### src/rtl/sample2_responder.sv
// Request/response responder: captures a transformed copy of each request,
// holds it for a programmable latency, then presents it until the consumer takes it.
module sample2_responder #(
   parameter bit [3:0] param1 = 4'd5,
   parameter int       param2 = 32
) (
   input  logic              clk,
   input  logic              rstn,
   input  logic              req_valid,
   output logic              req_ready,
   input  logic              sigo1,
   input  logic [3:0]        sigo3,
   input  logic [4:0]        sigo4,
   input  logic [3:0]        sigo7 [0:3],
   output logic              sigi1,
   output logic [3:0]        sigi3,
   output logic [4:0]        sigi4,
   output logic [3:0]        sigi7 [0:3],
   output logic              rsp_valid,
   input  logic              rsp_ready,
   output logic [param2-1:0] txn_cnt,
   output logic              busy
);

   // A zero latency setting is promoted to one cycle.
   localparam logic [3:0]        LAT     = (param1 == 4'd0) ? 4'd1 : param1;
   localparam logic [param2-1:0] CNT_ONE = {{(param2-1){1'b0}}, 1'b1};

   typedef enum logic [1:0] {
      IDLE = 2'd0,
      WAIT = 2'd1,
      RESP = 2'd2
   } state_t;

   state_t              r_state;
   state_t              w_state_next;
   logic [3:0]          r_wait_cnt;
   logic [param2-1:0]   r_txn_cnt;
   logic                r_sigi1;
   logic [3:0]          r_sigi3;
   logic [4:0]          r_sigi4;
   logic [3:0]          r_sigi7 [0:3];

   logic                w_accept;
   logic                w_rsp_hs;
   logic [4:0]          w_sigi4;
   logic [3:0]          w_sigi7 [0:3];

   assign w_accept = (r_state == IDLE) && req_valid;
   assign w_rsp_hs = (r_state == RESP) && rsp_ready;

   generate
      for (genvar gi = 0; gi < 5; gi++) begin : g_rev4
         assign w_sigi4[gi] = sigo4[4-gi];
      end
      for (genvar gi = 0; gi < 4; gi++) begin : g_rev7
         assign w_sigi7[gi] = sigo7[3-gi];
      end
   endgenerate

   always_comb begin
      w_state_next = r_state;
      case (r_state)
         IDLE:    if (req_valid)            w_state_next = WAIT;
         WAIT:    if (r_wait_cnt == 4'd1)   w_state_next = RESP;
         RESP:    if (rsp_ready)            w_state_next = IDLE;
         default:                           w_state_next = IDLE;
      endcase
   end

   always_ff @(posedge clk or negedge rstn) begin
      if (!rstn) begin
         r_state    <= IDLE;
         r_wait_cnt <= 4'd0;
         r_txn_cnt  <= '0;
      end else begin
         r_state <= w_state_next;
         if (w_accept) begin
            r_wait_cnt <= LAT;
         end else if (r_state == WAIT && r_wait_cnt != 4'd0) begin
            r_wait_cnt <= r_wait_cnt - 4'd1;
         end
         if (w_rsp_hs) begin
            r_txn_cnt <= r_txn_cnt + CNT_ONE;
         end
      end
   end

   // Response fields change only on acceptance, so they stay put through
   // back-pressure and after the handshake.
   always_ff @(posedge clk or negedge rstn) begin
      if (!rstn) begin
         r_sigi1 <= 1'b0;
         r_sigi3 <= 4'd0;
         r_sigi4 <= 5'd0;
         for (int i = 0; i < 4; i++) begin
            r_sigi7[i] <= 4'd0;
         end
      end else if (w_accept) begin
         r_sigi1 <= ~sigo1;
         r_sigi3 <= sigo3 + 4'd1;
         r_sigi4 <= w_sigi4;
         for (int i = 0; i < 4; i++) begin
            r_sigi7[i] <= w_sigi7[i];
         end
      end
   end

   assign req_ready = (r_state == IDLE);
   assign rsp_valid = (r_state == RESP);
   assign busy      = (r_state == WAIT) || (r_state == RESP);
   assign txn_cnt   = r_txn_cnt;
   assign sigi1     = r_sigi1;
   assign sigi3     = r_sigi3;
   assign sigi4     = r_sigi4;

   generate
      for (genvar gi = 0; gi < 4; gi++) begin : g_out7
         assign sigi7[gi] = r_sigi7[gi];
      end
   endgenerate

endmodule

### config.mk
export PLATFORM = sky130hd
export DESIGN_NAME = sample2_responder
export DESIGN_NICKNAME = d
export VERILOG_FILES = /design/src/rtl/sample2_responder.sv
export SDC_FILE = /design/constraint.sdc
export NUM_CORES = 1
export LEC_CHECK = 0
export ABC_AREA = 1
export ABC_CLOCK_PERIOD_IN_PS = 1900
export CAP_MARGIN = 15
export CORE_MARGIN = 5
export CORE_UTILIZATION = 35
export CTS_CLUSTER_SIZE = 25
export DETAILED_ROUTE_END_ITERATION = 7
export PLACE_DENSITY = 0.72
export SYNTH_ARGS = -nofsm -noshare
export SYNTH_HDL_FRONTEND = slang
export SYNTH_SLANG_ARGS = --single-unit
### constraint.sdc
create_clock -name clk -period 1.9 [get_ports clk]
set_input_delay 0.19 -clock clk [delete_from_list [all_inputs] [get_ports clk]]
set_output_delay 0.19 -clock clk [all_outputs]
set_load 0.03 [all_outputs]
# ---- After elaboration in Yosys (flattened, before gate mapping)
# Index checks and enable logic that the tools add are counted.
dict set report word_totals {
  register_bits 64
  input_bits 30
  out_inout_bits 61
  elab_cells 34
}
dict set report classes {
  add_sub_neg 3
  eq_ne 6
  mux 6
  n_bitwise 1
  n_reduce_logical 8
}
# operator count
set ops {}
lappend ops {{$add A32 B1 Y32 const B} 1}
lappend ops {{$mux W4} 2}
lappend ops {{$mux W2} 3}
lappend ops {{$pmux W2 S3} 1}
lappend ops {{$add A4 B1 Y4 const B} 1}
lappend ops {{$eq A4 B1 Y1 const B} 1}
lappend ops {{$ne A2 B2 Y1 const B} 2}
lappend ops {{$reduce_bool A4 Y1} 1}
lappend ops {{$sub A4 B1 Y4 const B} 1}
lappend ops {{$logic_and A1 B1 Y1} 3}
lappend ops {{$reduce_and A3 Y1} 1}
lappend ops {{$eq A2 B1 Y1 const B} 1}
lappend ops {{$eq A2 B2 Y1 const B} 1}
lappend ops {{$logic_not A2 Y1} 1}
lappend ops {{$ne A2 B1 Y1 const B} 1}
lappend ops {{$reduce_bool A2 Y1} 1}
lappend ops {{$logic_or A1 B1 Y1} 1}
lappend ops {{$not A1 Y1} 1}

# ---- Logic depth before layout (Yosys ltp)
# Gate-level depths: netlist of run 1.
dict set report logic_depth {
  depth_word 4
  mapped_depth 11
  mapped_depth_nobuf 10
}

# ---- Worst setup path before layout of run 1
# No wires, ideal clock.
dict set report synth_path {
  path_kind {register -> register}
  from {register r_state[0]}
  to {register r_txn_cnt[22], in the netlist txn_cnt[22]}
  setup_time_ps 134
  arrival_ps 1696
  required_time_ps 1766
  setup_slack_ps 70
  stages_incl_launch_ff 10
  n_path_buf 1
  period_less_slack_ps 1830
  cell_sequence {dfrtp_1 inv_1 ha_1 nand2_2 nor2_2 nand3_2 nor2_2 buf_6 nand2_2 xnor2_2}
}
dict set report synth_between {
  elab_chain_len 2
}
# element line_no
set synth_rtl {}
lappend synth_rtl {{from (decl)} 35} ;# state_t r_state;
lappend synth_rtl {{from (signal assigned)} 77} ;# r_state <= w_state_next;
lappend synth_rtl {{$eq A2 B2 Y1} --}
lappend synth_rtl {{via rsp_valid} 19} ;# output logic rsp_valid,
lappend synth_rtl {{$logic_and A1 B1 Y1} 50} ;# assign w_rsp_hs = (r_state == RESP) && rsp_ready;
lappend synth_rtl {{to (signal assigned)} 84} ;# r_txn_cnt <= r_txn_cnt + CNT_ONE;
lappend synth_rtl {{to (decl)} 38} ;# logic [param2-1:0] r_txn_cnt;
# The timed path passes the listed nets, and every way through them passes these cells.
# A chain may end at the register's enable or synchronous reset.

# ---- Final worst setup path of run 1
dict set report layout_path {
  from {register r_state[0]}
  to {register r_txn_cnt[13], in the netlist txn_cnt[13]}
}
dict set report layout_between {
  elab_chain_len 2
}
# element line_no
set layout_rtl {}
lappend layout_rtl {{$eq A2 B2 Y1} 50}
lappend layout_rtl {{$logic_and A1 B1 Y1} 50}
# No other way between the ends.

==> results of run 1 <==
[routing by layer]
metal / share of wire [%] / up-vias / track usage (%) / wire length [um]
met4: 1.2 / 0 / 3.98 / 81
met2: 47 / 77 / 21.6 / 3290
li1: - / 1210 / - / -
met1: 44 / 1154 / 15.8 / 3030
met5: 0 / - / 0 / 0
met3: 7.9 / 9 / 5.59 / 546
[state kept, by name (all words and copies together) (netlist names)]
name / cells
r_state: 2
r_wait_cnt: 4
sigi1: 1
sigi3: 4
sigi4: 5
sigi7: 16
txn_cnt: 32
[path summary, 6_finish.rpt]
check	end	slack [ps]
max	txn_cnt[13]$_DFFE_PN0P_	140
min	txn_cnt[6]$_DFFE_PN0P_	390
max reg2reg	txn_cnt[13]$_DFFE_PN0P_	140
min reg2reg	sigi3[2]$_DFFE_PN0P_	480
max in group asynchronous	sigi7[14]$_DFFE_PN0P_	1230
min in group clk	sigi1$_DFFE_PN0P_	440
[stage by stage]
stage / hold WS [ps] / instances / cell area [um^2] / total power [uW] / setup slack (ps)
after detailed placement: 235 / 513 / 4150 / 4620 / 148
after floorplan: -106 / 316 / 3100 / 3560 / 69.5
after CTS: 406 / 530 / 4360 / 5780 / 132
after global routing: 432 / 530 / 4360 / 6070 / -3.92
final: 386 / 530 / 4360 / 5700 / 144
after global placement: 231 / 513 / 4150 / 4560 / 230
[power breakdown]
group	total (uW)	internal [uW]	switching, uW	leakage, uW
Clock	1170	605	562	0.0000952
Sequential	1990	1760	235	0.000788
Combinational	2540	1100	1440	0.00110
Total	5700	3460	2240	0.00198
[kinds of logic (layout without fill, tap and decap cells)]
group | Yosys count | after routing
compound gates | 11 | 11
fa+ha+maj | 9 | 9
flops | 64 | 64
xor+xnor | 27 | 27
simple gates | 140 | 140
buf+inv | 43 | 149
mux | 22 | 22
[timing repair]
action	CTS	global route
endpoints found under the hold margin	64	0
setup endpoints to repair	3	1
gates resized for setup	3	0
hold buffers	1	0
[synth_stat cells]
library cell,n,area (um^2)
xnor2_2,1,16.3
clkbuf_1,1,3.75
o221ai_1,1,8.76
nor3_1,4,20.0
inv_1,38,143
nor2_4,3,33.8
a21oi_1,3,15.0
ha_1,9,113
nand3b_1,2,15.0
nand3_2,4,40.0
a31oi_1,1,6.26
nor2_1,24,90.1
xor2_1,13,114
o21ai_0,5,25.0
a21boi_0,1,7.51
mux2_2,22,248
nand2_2,5,31.3
xnor2_1,13,114
nand3_1,19,95.1
nand4_1,9,56.3
buf_6,1,11.3
dfrtp_1,64,1600
nor2_2,6,37.5
buf_2,2,10.0
inv_2,1,3.75
nand2_1,64,240
[final cells by class]
class / count / area (um^2)
clock buffer: 9 / 124
clock inverter: 7 / 72.6
fill: 836 / 4320
inverter: 39 / 146
multi-input combinational: 209 / 1330
sequential: 64 / 1600
tap: 108 / 135
timing repair buffer: 94 / 950
[worst max-delay path: stages, from the launching register on]
cell	delay [ps]
dfrtp_1	400
inv_1	130
ha_1	220
nand2_2	160
nor2_2	240
nand2_1	120
nor2_1	170
nand2_1	80
xor2_1	140
==> results.cfg, run 1 <==
[die]
die_h_um = 104
rows = 34
die_area_um2 = 10800
start_util_pct = 35.7
die_x_um = 104
core_um2 = 8680
io-pin-count = 91

[route]
dr.pass1.iters = 4
wirelength_mm = 6.95
wl_per_cell_um = 13.1
drc = 0
drtIter0Drc = 66
via_per_inst = 4.62
antenna_left = 0
num_vias = 2450

[global_route]
grt_pass1_wl_mm = 12.0
antenna_found_initial = 0
track_usage_pct = 13.2
grt_max_degree = 65
grt_pass1_vias = 2657
grt-ovfl-total = 0

[synthesis]
synth_xor_area_share_pct = 7.87
synthMuxAreaShare_pct = 7.99
synth-simple-area-share_pct = 21.3
netlist_area_um2 = 3100
synth_top_family_by_area = simple AND/OR/NAND/NOR gates
yosysWarnings = 0
ys_seq_area_share_pct = 51.7
synth.distinct_cells = 26
synth_compound_area_share_pct = 2.02
synth_fa_ha_area_share_pct = 3.63
avgSynthCellArea_um2 = 9.81
syn-instance-count = 316
syn_nets = 355
ys_seq_elements = 64

[placement]
gp_congestion = 0.834
portBuffers = 90
dp_hpwl_mm = 5.24

[clock_network]
cts_buffers = 9
clockBufferDepth = 2
cts.clk_slew.worst_paths_ps = 80
cts_tree = done
cts_root_buf = clkbuf_8
h-tree-depth = 3
postCtsSetupBuffers = 0
cts_sinks = 64
clk_latency_ps = 340

[finish]
area_delta_synth_final_pct = 40.5
nNetsFinal = 456
drive_gt1_share_pct = 14.7
layout_commonest_cell = clkdlybuf4s50_1
n_antenna_cell = 0
post-route-util_pct = 50.2
most-common-layout-cells = 86 x clkdlybuf4s50_1, 64 x nand2_1, 64 x dfrtp_1

[sta]
period_minus_slack_ps = 1760
max_slew_margin_pct = 69.6
drv_slew = 0
hold_violations = 0
clock.fmax_ghz = 0.569
setup_viol = 0
worst_pin_slew_ps = 455
period_share_pct = 92.4
clock_skew_ps = 12.4
rsz0062_at_grt = yes
finalSetupTns_ps = 0

[pwr]
p_leak_uw = 0.00198
vdd_drop_max_v = 0.000746
powerDensity_nw_per_um2 = 1310

[worst_hold_path]
hold_path.class = primary input to asynchronous set/reset pin

[run]
cap_violations = 0

[setup_path]
worstSetupPathType = flop to flop
r2r_start = r_state[0]$_DFFE_PN0P_
required_ps = 2130
r2r_cells = 8
arrival_ps = 1990
critPathLaunch = r_state[0]$_DFFE_PN0P_
critPathCaptureType = flop
crit_fanout = 7
start_kind = flop

[run_status]
status = complete, no violations
Note: power is estimated with default switching activity, not from simulation.
==> inputs of run 2 (changes only) <==
--- a/config.mk
+++ b/config.mk
@@ -6,13 +6,14 @@
 export NUM_CORES = 1
 export LEC_CHECK = 0
 export ABC_AREA = 1
-export ABC_CLOCK_PERIOD_IN_PS = 1900
+export ABC_CLOCK_PERIOD_IN_PS = 1910
 export CAP_MARGIN = 15
 export CORE_MARGIN = 5
 export CORE_UTILIZATION = 35
 export CTS_CLUSTER_SIZE = 25
 export DETAILED_ROUTE_END_ITERATION = 7
-export PLACE_DENSITY = 0.72
+export PLACE_DENSITY_LB_ADDON = 0.3
+export REMOVE_ABC_BUFFERS = 1
 export SYNTH_ARGS = -nofsm -noshare
 export SYNTH_HDL_FRONTEND = slang
 export SYNTH_SLANG_ARGS = --single-unit
==> constraint.sdc (replaced) <==
create_clock -name clk -period 1.91 [get_ports clk]
set_input_delay 0.191 -clock clk [delete_from_list [all_inputs] [get_ports clk]]
set_output_delay 0.191 -clock clk [all_outputs]
set_load 0.03 [all_outputs]
==> results.cfg, run 2 (synthesized netlist as in run 1, its figures left out) <==
[clock_network]
h-tree-depth = 3
clockBufferDepth = 2
cts_sinks = 64
cts_root_buf = clkbuf_8
cts.clk_slew.worst_paths_ps = 80
cts_buffers = 9
clk_latency_ps = 330
cts_tree = done

[die]
die_area_um2 = 10800
start_util_pct = 35.7
die_h_um = 104
io-pin-count = 91
rows = 34
die_x_um = 104
core_um2 = 8680

[placement]
dp_hpwl_mm = 5.20
place_ws_ps = 149
portBuffers = 90
gp_congestion = 0.754

[route]
wirelength_mm = 7.04
dr.pass1.iters = 4
antenna_left = 0
via_per_inst = 4.68
drtIter0Drc = 73
wl_per_cell_um = 13.3
drc = 0
num_vias = 2482

[global_route]
grt_max_degree = 65
grtUsageMet1_pct = 16.3
top_usage_layer = met2
grt-ovfl-total = 0
grt_pass1_wl_mm = 12.1
antenna_found_initial = 0
gr-usage-met3_pct = 6.21
met2_usage_pct = 21.1
grt_pass1_vias = 2588
track_usage_pct = 13.4

[sta]
worst_pin_slew_ps = 457
clock_skew_ps = 8.24
setup_ws_ps = 158
clock.fmax_ghz = 0.571
finalSetupTns_ps = 0
setup_viol = 0
period_minus_slack_ps = 1750
drv_slew = 0
hold_violations = 0
max_slew_margin_pct = 69.4
hold_slack_ps = 377
rsz0062_at_grt = no
period_share_pct = 91.7

[finish]
fillers = 827
most-common-layout-cells = 86 x clkdlybuf4s50_1, 64 x nand2_1, 64 x dfrtp_1
layout_commonest_cell = clkdlybuf4s50_1
nNetsFinal = 456
drive_gt1_share_pct = 14.7
n_antenna_cell = 0
area_delta_synth_final_pct = 42.4
largest_reg_flops = 32

[setup_path]
path_cells = inv_1 > ha_1 > nand2_2 > nor2_2 > nand2_1 > nor2_1 > nand2_1 > xor2_1
path_buf_inv = 1
start_kind = flop
critPathCaptureType = flop
crit_fanout = 7
crit_family = simple AND/OR/NAND/NOR gates
crit_path_max_incr_delay_ps = 400
cpMostUsedCell = nand2_1
worstSetupPathType = flop to flop
required_ps = 2130
cp_slowest_cell = dfrtp_1
arrival_ps = 1970

[run]
cap_violations = 0

[pwr]
p_clk_share_pct = 24.7
internal_power_uw = 3780
combinationalPowerShare_pct = 42.1
p_sw_uw = 2200
power.share.switching_pct = 36.8
seqPwrFrac_pct = 33.2
vdd_drop_max_v = 0.000911
powerDensity_nw_per_um2 = 1350
power_uw = 5980
p_leak_uw = 0.00201

[run_status]
status = complete, no violations

[worst_hold_path]
hold_path.class = primary input to asynchronous set/reset pin
-- run 2: cell types whose count changed in the layout (fill, tap and decap cells not counted), sizes merged --
cell / previous run / this run
bufinv: 1 / 3
clkbuf: 9 / 11
clkinvlp: 2 / 1
clkinv: 4 / 1
-- run 2: metrics by stage --
step	area, um^2	cells	util, %
floorplan	3070	312	-
global placement	4150	513	47.9
detailed placement	4150	513	47.9
CTS	4410	530	50.9
global route	4410	530	50.9
finish	4410	530	50.9
-- run 2: final timing paths --
| check | from | end | slack (ps) | cells past startpoint |
|---|---|---|---|---|
| worst max register to register | r_state[0]$_DFFE_PN0P_ | txn_cnt[13]$_DFFE_PN0P_ | 160 | 8 |
| worst max-delay path | r_state[0]$_DFFE_PN0P_ | txn_cnt[13]$_DFFE_PN0P_ | 160 | 8 |
| worst min-delay path | rstn | txn_cnt[8]$_DFFE_PN0P_ | 380 | 3 |
| max in group asynchronous | rstn | sigi4[0]$_DFFE_PN0P_ | 1220 | 3 |
| min in group clk | sigo1 | sigi1$_DFFE_PN0P_ | 430 | 2 |
| worst min register to register | sigi3[2]$_DFFE_PN0P_ | sigi3[2]$_DFFE_PN0P_ | 480 | 2 |
-- run 2: cell type report --
class	instances	area (um^2)	share of cell area (%)
timing repair buffer	94	950	21.5
clock inverter	5	103	2.32
tap	108	135	3.06
clock buffer	11	151	3.43
sequential	64	1600	36.3
multi-input combinational	209	1330	30.1
inverter	39	146	3.32
-- run 2: what timing repair did --
item	4_1_cts	5_1_grt
resized for setup	3	0
hold buffers	1	0
endpoints found under the setup margin	3	0
hold endpoints to repair	64	0
buffers inserted	0	0
-- run 2: metal layers --
layer | wire length [um] | vias up
li1 | - | 1205
met3 | 645 | 9
met1 | 3020 | 1197
met2 | 3300 | 71
met5 | 0 | -
met4 | 72 | 0
-- run 2: power by group through the flow --
| stage | Sequential, uW | Combinational, uW | Clock (uW) |
|---|---|---|---|
| floorplan | 2640 | 889 | 0 |
| global placement | 1990 | 2550 | 0 |
| detailed placement | 2010 | 2580 | 0 |
| CTS | 1990 | 2560 | 1520 |
| global route | 2040 | 2720 | 1570 |
| finish | 1980 | 2510 | 1480 |
-- run 2: tightest hold or removal path, cell delays in order --
cell and delay [ps]:
dlygate4sd3_1 520, buf_2 120, buf_12 290
==> inputs of run 3 (changes only) <==
--- a/config.mk
+++ b/config.mk
@@ -13,6 +13,7 @@
 export CTS_CLUSTER_SIZE = 25
 export DETAILED_ROUTE_END_ITERATION = 7
 export PLACE_DENSITY_LB_ADDON = 0.3
+export RECOVER_POWER = 100
 export REMOVE_ABC_BUFFERS = 1
 export SYNTH_ARGS = -nofsm -noshare
 export SYNTH_HDL_FRONTEND = slang
==> results.cfg, run 3 (synthesized netlist as in run 1, its figures left out) <==
[run_status]
status = complete, no violations

[route]
wirelength_mm = 6.98
drtIter0Drc = 72
via_per_inst = 4.69
antenna_left = 0
wl_per_cell_um = 13.2
dr.pass1.iters = 4
num_vias = 2487
drc = 0

[clock_network]
cts_buffers = 9
clockBufferDepth = 2
cts.clk_slew.worst_paths_ps = 70
cts_root_buf = clkbuf_8
cts_sinks = 64
cts_tree = done
h-tree-depth = 3
clk_latency_ps = 330

[sta]
setup_ws_ps = 149
clock_skew_ps = 8.09
setup_viol = 0
drv_slew = 0
period_minus_slack_ps = 1760
max_slew_margin_pct = 41.5
hold_violations = 0
worst_pin_slew_ps = 878
period_share_pct = 92.2
clock.fmax_ghz = 0.568
rsz0062_at_grt = no

[run]
cap_violations = 0

[global_route]
antenna_found_initial = 0
grt-ovfl-total = 0
grt_pass1_vias = 2588
track_usage_pct = 13.4
grt_pass1_wl_mm = 12.1
grt_max_degree = 65

[die]
die_x_um = 104
io-pin-count = 91
die_h_um = 104
rows = 34
start_util_pct = 35.7
die_area_um2 = 10800
core_um2 = 8680

[placement]
place_area_um2 = 4150
place_ws_ps = 149
gp_congestion = 0.754
dp_hpwl_mm = 5.20
portBuffers = 90

[finish]
seqCellArea_um2 = 1600
layout_commonest_cell = nand2_1
area_delta_synth_final_pct = 41.1
fillers = 833
nNetsFinal = 456
most-common-layout-cells = 65 x nand2_1, 64 x dfrtp_1, 59 x dlygate4sd3_1
n_antenna_cell = 0
multi_input_area_um2 = 1310
final_area_um2 = 4370
drive_gt1_share_pct = 14.0
largest_reg_flops = 32

[worst_hold_path]
hold_path.class = primary input to flop

[pwr]
vdd_drop_max_v = 0.000860
powerDensity_nw_per_um2 = 1330
power_uw = 5800
p_leak_uw = 0.00208

[setup_path]
required_ps = 2130
start_kind = flop
worstSetupPathType = flop to flop
critPathCaptureType = flop
arrival_ps = 1980
crit_fanout = 11
-- run 3: cell type report --
cell class / count / area share (%)
Clock buffer: 11 / 3.46
Clock inverter: 5 / 2.35
Inverter: 39 / 3.35
Multi-Input combinational cell: 209 / 30.0
Sequential cell: 64 / 36.6
Tap cell: 108 / 3.09
Timing Repair Buffer: 94 / 21.1
-- run 3: critical path, stage by stage, from the launching register on --
cell,delay (ps)
dfrtp_1,400
inv_1,130
ha_1,210
nand2_2,150
nor2_2,130
nand3_1,90
nor2_2,100
buf_4,180
nand2_1,110
xnor2_2,150
-- run 3: path summary, 6_finish.rpt --
kind                            cells after the start                   start  slack (ps)                 endpoint
worst max-delay path                                9  r_state[0]$_DFFE_PN0P_         150  txn_cnt[22]$_DFFE_PN0P_
worst min-delay path                                2                   sigo1         430        sigi1$_DFFE_PN0P_
worst max register to register                      9  r_state[0]$_DFFE_PN0P_         150  txn_cnt[22]$_DFFE_PN0P_
worst min register to register                      2    sigi3[2]$_DFFE_PN0P_         480     sigi3[2]$_DFFE_PN0P_
max in group asynchronous                           3                    rstn         720     sigi4[0]$_DFFE_PN0P_
min in group asynchronous                           3                    rstn         590   txn_cnt[8]$_DFFE_PN0P_
-- run 3: routing by layer --
layer | up-vias | track usage, % | part of all wire [%]
li1 | 1208 | - | -
met1 | 1195 | 16.3 | 42
met2 | 75 | 21.1 | 47
met3 | 9 | 6.21 | 9.3
met4 | 0 | 4.35 | 1.0
met5 | - | 0 | 0
-- run 3: metrics by stage --
step | utilization, % | cells | TNS, ps | hold slack [ps]
final | 50.4 | 530 | 0 | 427
after global routing | 50.4 | 530 | 0 | 434
after CTS | 50.9 | 530 | 0 | 396
after detailed placement | 47.9 | 513 | 0 | 238
after global placement | 47.9 | 513 | 0 | 237
after floorplan | - | 312 | -3350 | -105
-- run 3: timing repair --
item,CTS,global route
hold endpoints to repair,64,0
buffers inserted,0,0
hold buffers,1,0
setup endpoints to repair,3,0
resized for setup,3,0
-- run 3: report_power, final --
part	switching (uW)	internal (uW)	leakage [uW]
Combinational	1410	951	0.00116
Sequential	216	1750	0.000788
Clock	540	937	0.000126
Total	2170	3640	0.00208
